**config.mk**
```make
export PLATFORM = sky130hd
export DESIGN_NAME = sync_fifo
export DESIGN_NICKNAME = d
export VERILOG_FILES = /design/src/rtl/sync_fifo.sv
export SDC_FILE = /design/constraint.sdc
export NUM_CORES = 1
export LEC_CHECK = 0
export ABC_AREA = 0
export BUFFER_PORTS_ARGS = -buffer_cell sky130_fd_sc_hd__buf_2
export CAP_MARGIN = 40
export CORE_MARGIN = 5
export CORE_UTILIZATION = 40
export CTS_BUF_LIST = sky130_fd_sc_hd__clkbuf_4 sky130_fd_sc_hd__clkbuf_8
export CTS_CLUSTER_DIAMETER = 150
export CTS_CLUSTER_SIZE = 24
export DETAILED_ROUTE_END_ITERATION = 16
export PLACE_DENSITY = 0.54
export SYNTH_ARGS = -nofsm -noshare
export SYNTH_HDL_FRONTEND = slang
export SYNTH_SLANG_ARGS = --single-unit
```
**constraint.sdc**
```tcl
create_clock -name clk -period 4.01 [get_ports clk]
set_clock_uncertainty 0.15 [all_clocks]
set_input_delay 0.2005 -clock clk [delete_from_list [all_inputs] [get_ports clk]]
set_output_delay 0.2005 -clock clk [all_outputs]
set_load 0.02 [all_outputs]
```
**src/rtl/sync_fifo.sv**
```systemverilog
// Single-clock FIFO with registered read data, status flags and sticky error flags.
// Optional per-word parity checking is enabled by defining SYNC_FIFO_PARITY_EN.
module sync_fifo #(
    parameter int DATAWIDTH = 8,
    parameter int ASIZE     = 4,
    parameter int AF_LEVEL  = (1 << ASIZE) - 2,
    parameter int AE_LEVEL  = 2
) (
    input  logic                 clk,
    input  logic                 reset,
    input  logic                 clr,
    input  logic                 wen,
    input  logic [DATAWIDTH-1:0] wdata,
    input  logic                 wpar_inv,
    input  logic                 ren,
    output logic [DATAWIDTH-1:0] rdata,
    output logic                 rvalid,
    output logic                 full,
    output logic                 empty,
    output logic                 almost_full,
    output logic                 almost_empty,
    output logic [ASIZE:0]       count,
    output logic                 overflow,
    output logic                 underflow,
    output logic                 perr
);

    localparam int DEPTH = 1 << ASIZE;
`ifdef SYNC_FIFO_PARITY_EN
    localparam int MW = DATAWIDTH + 1;
`else
    localparam int MW = DATAWIDTH;
`endif

    logic [MW-1:0]  mem [DEPTH];
    logic [ASIZE:0] wptr;
    logic [ASIZE:0] rptr;
    logic           wr_acc;
    logic           rd_acc;
    logic [MW-1:0]  wr_word;
    logic [MW-1:0]  rd_word;

    // Flags decode only the pointer registers, so no input reaches them combinationally.
    assign count        = wptr - rptr;
    assign empty        = (wptr == rptr);
    assign full         = (wptr[ASIZE] != rptr[ASIZE]) &&
                          (wptr[ASIZE-1:0] == rptr[ASIZE-1:0]);
    assign almost_full  = (int'(count) >= AF_LEVEL);
    assign almost_empty = (int'(count) <= AE_LEVEL);

    // clr overrides both requests in the cycle it is asserted.
    assign wr_acc  = wen && !full && !clr;
    assign rd_acc  = ren && !empty && !clr;
    assign rd_word = mem[rptr[ASIZE-1:0]];

`ifdef SYNC_FIFO_PARITY_EN
    assign wr_word = {(^wdata) ^ wpar_inv, wdata};
`else
    assign wr_word = wdata;
`endif

    // Storage is deliberately left out of reset.
    always_ff @(posedge clk) begin
        if (wr_acc) begin
            mem[wptr[ASIZE-1:0]] <= wr_word;
        end
    end

    always_ff @(posedge clk or posedge reset) begin
        if (reset) begin
            wptr      <= '0;
            rptr      <= '0;
            rdata     <= '0;
            rvalid    <= 1'b0;
            overflow  <= 1'b0;
            underflow <= 1'b0;
        end else if (clr) begin
            wptr      <= '0;
            rptr      <= '0;
            rvalid    <= 1'b0;
            overflow  <= 1'b0;
            underflow <= 1'b0;
        end else begin
            rvalid <= rd_acc;
            if (wr_acc) begin
                wptr <= wptr + 1'b1;
            end
            if (rd_acc) begin
                rptr  <= rptr + 1'b1;
                rdata <= rd_word[DATAWIDTH-1:0];
            end
            if (wen && full) begin
                overflow <= 1'b1;
            end
            if (ren && empty) begin
                underflow <= 1'b1;
            end
        end
    end

`ifdef SYNC_FIFO_PARITY_EN
    always_ff @(posedge clk or posedge reset) begin
        if (reset) begin
            perr <= 1'b0;
        end else if (clr) begin
            perr <= 1'b0;
        end else begin
            perr <= rd_acc && ((^rd_word[DATAWIDTH-1:0]) != rd_word[DATAWIDTH]);
        end
    end
`else
    logic unused_wpar_inv;
    assign unused_wpar_inv = wpar_inv;
    assign perr            = 1'b0;
`endif

endmodule

```
# Word-level counts from Yosys, hierarchy flattened
# Memory sizes are Yosys's and may differ from the RTL's. A register that Yosys moved wholly into a read port is not among the register bits.
# Cells that the tools add are included.
# Widths: inputs -> output; s select.
classes:
  add_sub_neg: 3
  mul: 0
  div: 0
  order_cmp: 2
  n_eq_ne: 3
  shifts: 0
  muxes: 11
  n_bitwise: 1
  n_reduce_logical: 15
ops:
  columns: ["operator", "n"]
  rows:
  - ["$mux 5", 4]
  - ["$add 5x1->5 const B", 2]
  - ["$reduce_bool 2->1", 4]
  - ["$logic_and 1x1->1", 7]
  - ["$mux 1", 7]
  - ["$eq 5x5->1", 1]
  - ["$ge 5x4->1 const B", 1]
  - ["$le 5x2->1 const B", 1]
  - ["$sub 5x5->5", 1]
  - ["$eq 4x4->1", 1]
  - ["$logic_not 1->1", 3]
  - ["$reduce_and 2->1", 1]
  - ["$ne 1x1->1", 1]
  - ["$not 1->1", 1]
word_totals:
  reg_bits: 13
  latchBits: 0
  mem_bits_rw: 128
  rom_bits: 0
  inputBits: 14
  output_inout_bits: 21
  word_cells: 41
  n_memories: 1
memory_table:
  columns: ["name", "words", "width", "rd", "rd_ports_with_merged_regs", "wr", "line_no", "rtl"]
  rows:
  - ["mem", 16, 8, 1, 1, 1, "35", "logic [MW-1:0] mem [DEPTH];"]

# Longest topological paths before layout
depth:
  word_depth: 7
  depth_mapped: 8
  mapped_depth_nobuf: 8

# Worst setup path before layout
# OpenSTA, ideal clock, no wires.
synth_timing:
  path_kind: "register to register"
  startpoint: "register rptr[2]"
  endpoint: "memory mem[3][0] (netlist name) (enable)"
  setup_ns: 0.383
  t_arrival_ns: 2.513
  t_required_ns: 3.477
  slack_ns: 0.964
  path_stages_with_launch: 8
  path_buffers: 1
  period_less_slack_ns: 3.046
  cell_sequence: "dfrtp_1 -> buf_1 -> inv_1 -> ha_1 -> and4_1 -> a211oi_1 -> nand2_1 -> nor3_1"
synth_via:
  elab_chain_len: 7
synth_lines:
  columns: ["element", "line_no", "rtl"]
  rows:
  - ["start, declared", "37", "logic [ASIZE:0] rptr;"]
  - ["start signal, assigned", "89", "rptr <= rptr + 1'b1;"]
  - ["$eq 4x4->1", "47", "(wptr[ASIZE-1:0] == rptr[ASIZE-1:0]);"]
  - ["$logic_and 1x1->1", "46", "assign full = (wptr[ASIZE] != rptr[ASIZE]) &&"]
  - ["$logic_not 1->1", "52", "assign wr_acc = wen && !full && !clr;"]
  - ["$logic_and 1x1->1 (2 in series)", "52", null]
  - ["$mux 1", "64", "if (wr_acc) begin"]
  - ["$mux 1 (not written as such)", "65", "mem[wptr[ASIZE-1:0]] <= wr_word;"]
  - ["end, declared", "35", null]
# Every way passes these cells.

# Worst setup path after layout
layout_timing:
  startpoint: "register wptr[0]"
  endpoint: "output port almost_empty"
layout_via:
  elab_chain_len: 2
layout_lines:
  columns: ["element", "line_no", "rtl"]
  rows:
  - ["start, declared", "36", "logic [ASIZE:0] wptr;"]
  - ["start signal, assigned", "86", "wptr <= wptr + 1'b1;"]
  - ["$sub 5x5->5", "44", "assign count = wptr - rptr;"]
  - ["$le 5x2->1", "49", "assign almost_empty = (int'(count) <= AE_LEVEL);"]
  - ["end, declared", "21", "output logic almost_empty,"]
# Every way passes these cells.

==> summary.md <==
| Metric | Value |
|---|---|
| Status | completed |
| Seq/Total Area, Yosys | 0.716 |
| Required @ worst endpoint | 3.66 ns |
| # IOs | 35 |
| Synth-to-layout area growth | 16.4% |
| Worst hold path endpoint | mem[13][0] |
| Max VDD drop | 0.000394 V |
| Iteration-0 DRC Markers | 349 |
| Setup tns final | 0 ns |
| Drt wl/cell | 20.3 µm |
| Layout cell share with drive strength beyond 1 | 0.238 |
| Starting density of the core | 0.404 |
| Post-synthesis cell area | 0.00610 mm² |
| Yosys reg bits | 149 |
| CTS Sinks | 149 |
| Num rows | 45 |
| Die width | 133 µm |
| Max Cap Violations | 0 |
| Most frequent cells in the layout | 128 x edfxtp_1, 34 x mux2i_1, 32 x nor2_1, 32 x buf_2, 20 x dfrtp_1 |
| Pins Over Slew Limit | 0 |
| Crit share post-route | 0.734 |
| DRC viols | 0 |
| Ant diodes | 0 |
| Sequential share of power | 0.490 |
| Hold slack | 0.0324 ns |
| Startpoint types | register |
| Avg Cell Area, Syn | 16.7 µm² |
| Total track usage | 0.151 |
| Vias in the first global route | 3287 |
| Psw | 0.000987 W |
| Pint | 0.00263 W |
| Clock latency on the worst-skew pair | 0.43 ns |
| Drt total wl | 12.8 mm |
| Final HPWL DP | 8.14 mm |
| Initial antenna violation count | 0 |
| CTS Buf Count | 17 |
| Max FO, Critical Path | 4 |
| Commonest non-fill, non-tap cell in the layout | edfxtp_1 |
| Syn nets | 389 |
| EDFF count, synth | 128 |
| Worst Tran Pin Value | 0.705 ns |
| Design Area, Final | 0.00710 mm² |
| Fill cells | 1323 |
| PwrDens | 510 mW/mm² |
| Top FF cell, synth | edfxtp_1 |
| Clock share of power | 0.336 |
| Arrival @ worst endpoint | 2.59 ns |
| FF-to-FF End | mem[2][6] |
| Fmax | 340 MHz |
| Rel. slew slack | 0.530 |
| Fin crit period | 2.94 ns |
| CTS root buf | clkbuf_8 |
| Ys Warns | 0 |
| Endpoints failing hold | 0 |
| Core ar. | 0.0151 mm² |
| DIE HEIGHT | 133 µm |
| HP Start | wdata[0] |
| GRT overflow | 0 |
| Origin of the critical flop-to-flop path | rptr[3] |
| Die area | 0.0178 mm² |
| Hold Path Depth | 1 |
| R2R setup slack | 1.19 ns |
| Total power | 0.00362 W |
| First-pass GRT wire length | 19.8 mm |
| Synth cell types | 41 |
| Setup crit end kind | output pin |
| CTS H-Tree Depth | 4 |
| Pleak | 2.42 nW |
| Switch share | 0.273 |
| Vias/cell | 5.30 |
| PortBufs | 32 |
| Share of flip-flops with an asynchronous set or reset | 0.141 |
| RSZ-0062 raised after global routing | no |
| Post-Syn Instances | 365 |
| Area after DPL | 0.00657 mm² |
| Hold Crit Class | in -> reg |
| Largest net degree at the start of global routing | 38 |
| Nets@finish | 456 |
| # setup viols final | 0 |
| CP Class | reg -> out |
| Post-CTS setup repair buffer count | 0 |
| FF-to-FF path depth | 7 |
| DR vias | 3356 |
| CTS Buffer Depth | 2 |
| Number of routed nets with antenna violations | 0 |
| Clk slew on worst S/H paths | 0.09 ns |
| First-pass DRT Iterations | 4 |
| Comb pwr share | 0.174 |
| Final Wtd Congestion | 0.780 |
| CTS tree | done |
worst max-delay path, cell delays in order (launching register included):
cell and delay (ns):
dfrtp_1 0.42, inv_1 0.17, ha_1 0.19, inv_1 0.06
fa_1 0.42, a21o_1 0.18, a21oi_1 0.17, xnor2_1 0.13
a211oi_1 0.22, buf_2 0.20
Yosys cell counts, drive strengths merged (2+ instances only):
master / n / share of area
nor2: 33 / 0.021
a211oi: 12 / 0.017
ha: 9 / 0.018
nor3: 4 / 0.0033
dfrtp: 21 / 0.086
inv: 10 / 0.0062
nand3b: 2 / 0.0025
o21ai: 6 / 0.0055
a31oi: 8 / 0.0082
nand3: 3 / 0.0025
mux4: 16 / 0.059
a21oi: 6 / 0.0049
a21o: 2 / 0.0025
or3: 4 / 0.0041
xnor2: 5 / 0.0084
edfxtp: 128 / 0.63
nand2b: 2 / 0.0021
buf: 11 / 0.013
xor2: 4 / 0.0070
clkbuf: 4 / 0.0025
nand2: 14 / 0.0086
o211ai: 2 / 0.0025
mux2i: 34 / 0.056
o22ai: 16 / 0.016
metrics by stage:
step,setup WS [ns],utilization,instances
after floorplan,0.964,-,365
after global placement,1.25,0.434,589
after detailed placement,1.21,0.435,590
after CTS,1.03,0.470,632
after global routing,0.882,0.470,633
final,1.07,0.470,633
registers in the layout, indices dropped and copies added (netlist names):
| name | flops |
|---|---|
| mem | 128 |
| rdata | 8 |
| rptr | 5 |
| wptr | 5 |
| overflow | 1 |
| rvalid | 1 |
| underflow | 1 |
what timing repair did:
action,in CTS,in global routing
hold buffers,10,1
hold endpoints to repair,63,2
gates resized for setup,0,0
cell families (layout without fill, tap and decap cells):
family	count (synthesis)	in the layout	share of synthesized area
DFF	149	149	0.716
muxes	50	50	0.115
AOI/OAI and AO/OA	54	54	0.0597
other	1	1	0.000615
xor gates and xnor gates	9	9	0.0154
buffers and inverters	25	105	0.0217
adders and majority gates	10	10	0.0217
and+or+nand+nor	67	67	0.0496
how the worst max path moves through the flow:
stage	startpoint	to	slack (ns)	cells after the start
2_1_floorplan	rptr[2]	mem[3][0]	0.96	7
3_3_place_gp	rptr[3]	mem[3][4]	1.25	7
3_5_place_dp	rptr[3]	mem[3][4]	1.21	7
4_1_cts	wptr[0]	almost_empty	1.03	9
5_1_grt	wptr[0]	almost_empty	0.88	9
6_report	wptr[0]	almost_empty	1.07	9
cell type report:
class | instances | area, µm² | area share
Multi-Input combinational cell | 191 | 1600 | 0.225
Inverter | 10 | 37.5 | 0.00529
Timing Repair Buffer | 63 | 440 | 0.0620
Clock buffer | 19 | 249 | 0.0351
Clock inverter | 13 | 168 | 0.0236
Tap cell | 188 | 235 | 0.0331
Sequential cell | 149 | 4370 | 0.616
power by group through the flow:
stage	sequential [W]	clock, W	combinational, W
after floorplan	0.00186	0	0.000398
after global placement	0.00181	0	0.000619
after detailed placement	0.00181	0	0.000630
after CTS	0.00177	0.00125	0.000641
after global routing	0.00178	0.00131	0.000679
final	0.00177	0.00121	0.000631
metal layers:
metal,wire length [µm],share of wire,GRT usage
met2,6180,0.48,0.234
met4,174,0.014,0.0543
met1,5720,0.45,0.209
met5,0,0,0
met3,768,0.060,0.0366
(Power assumes the default switching activity.)
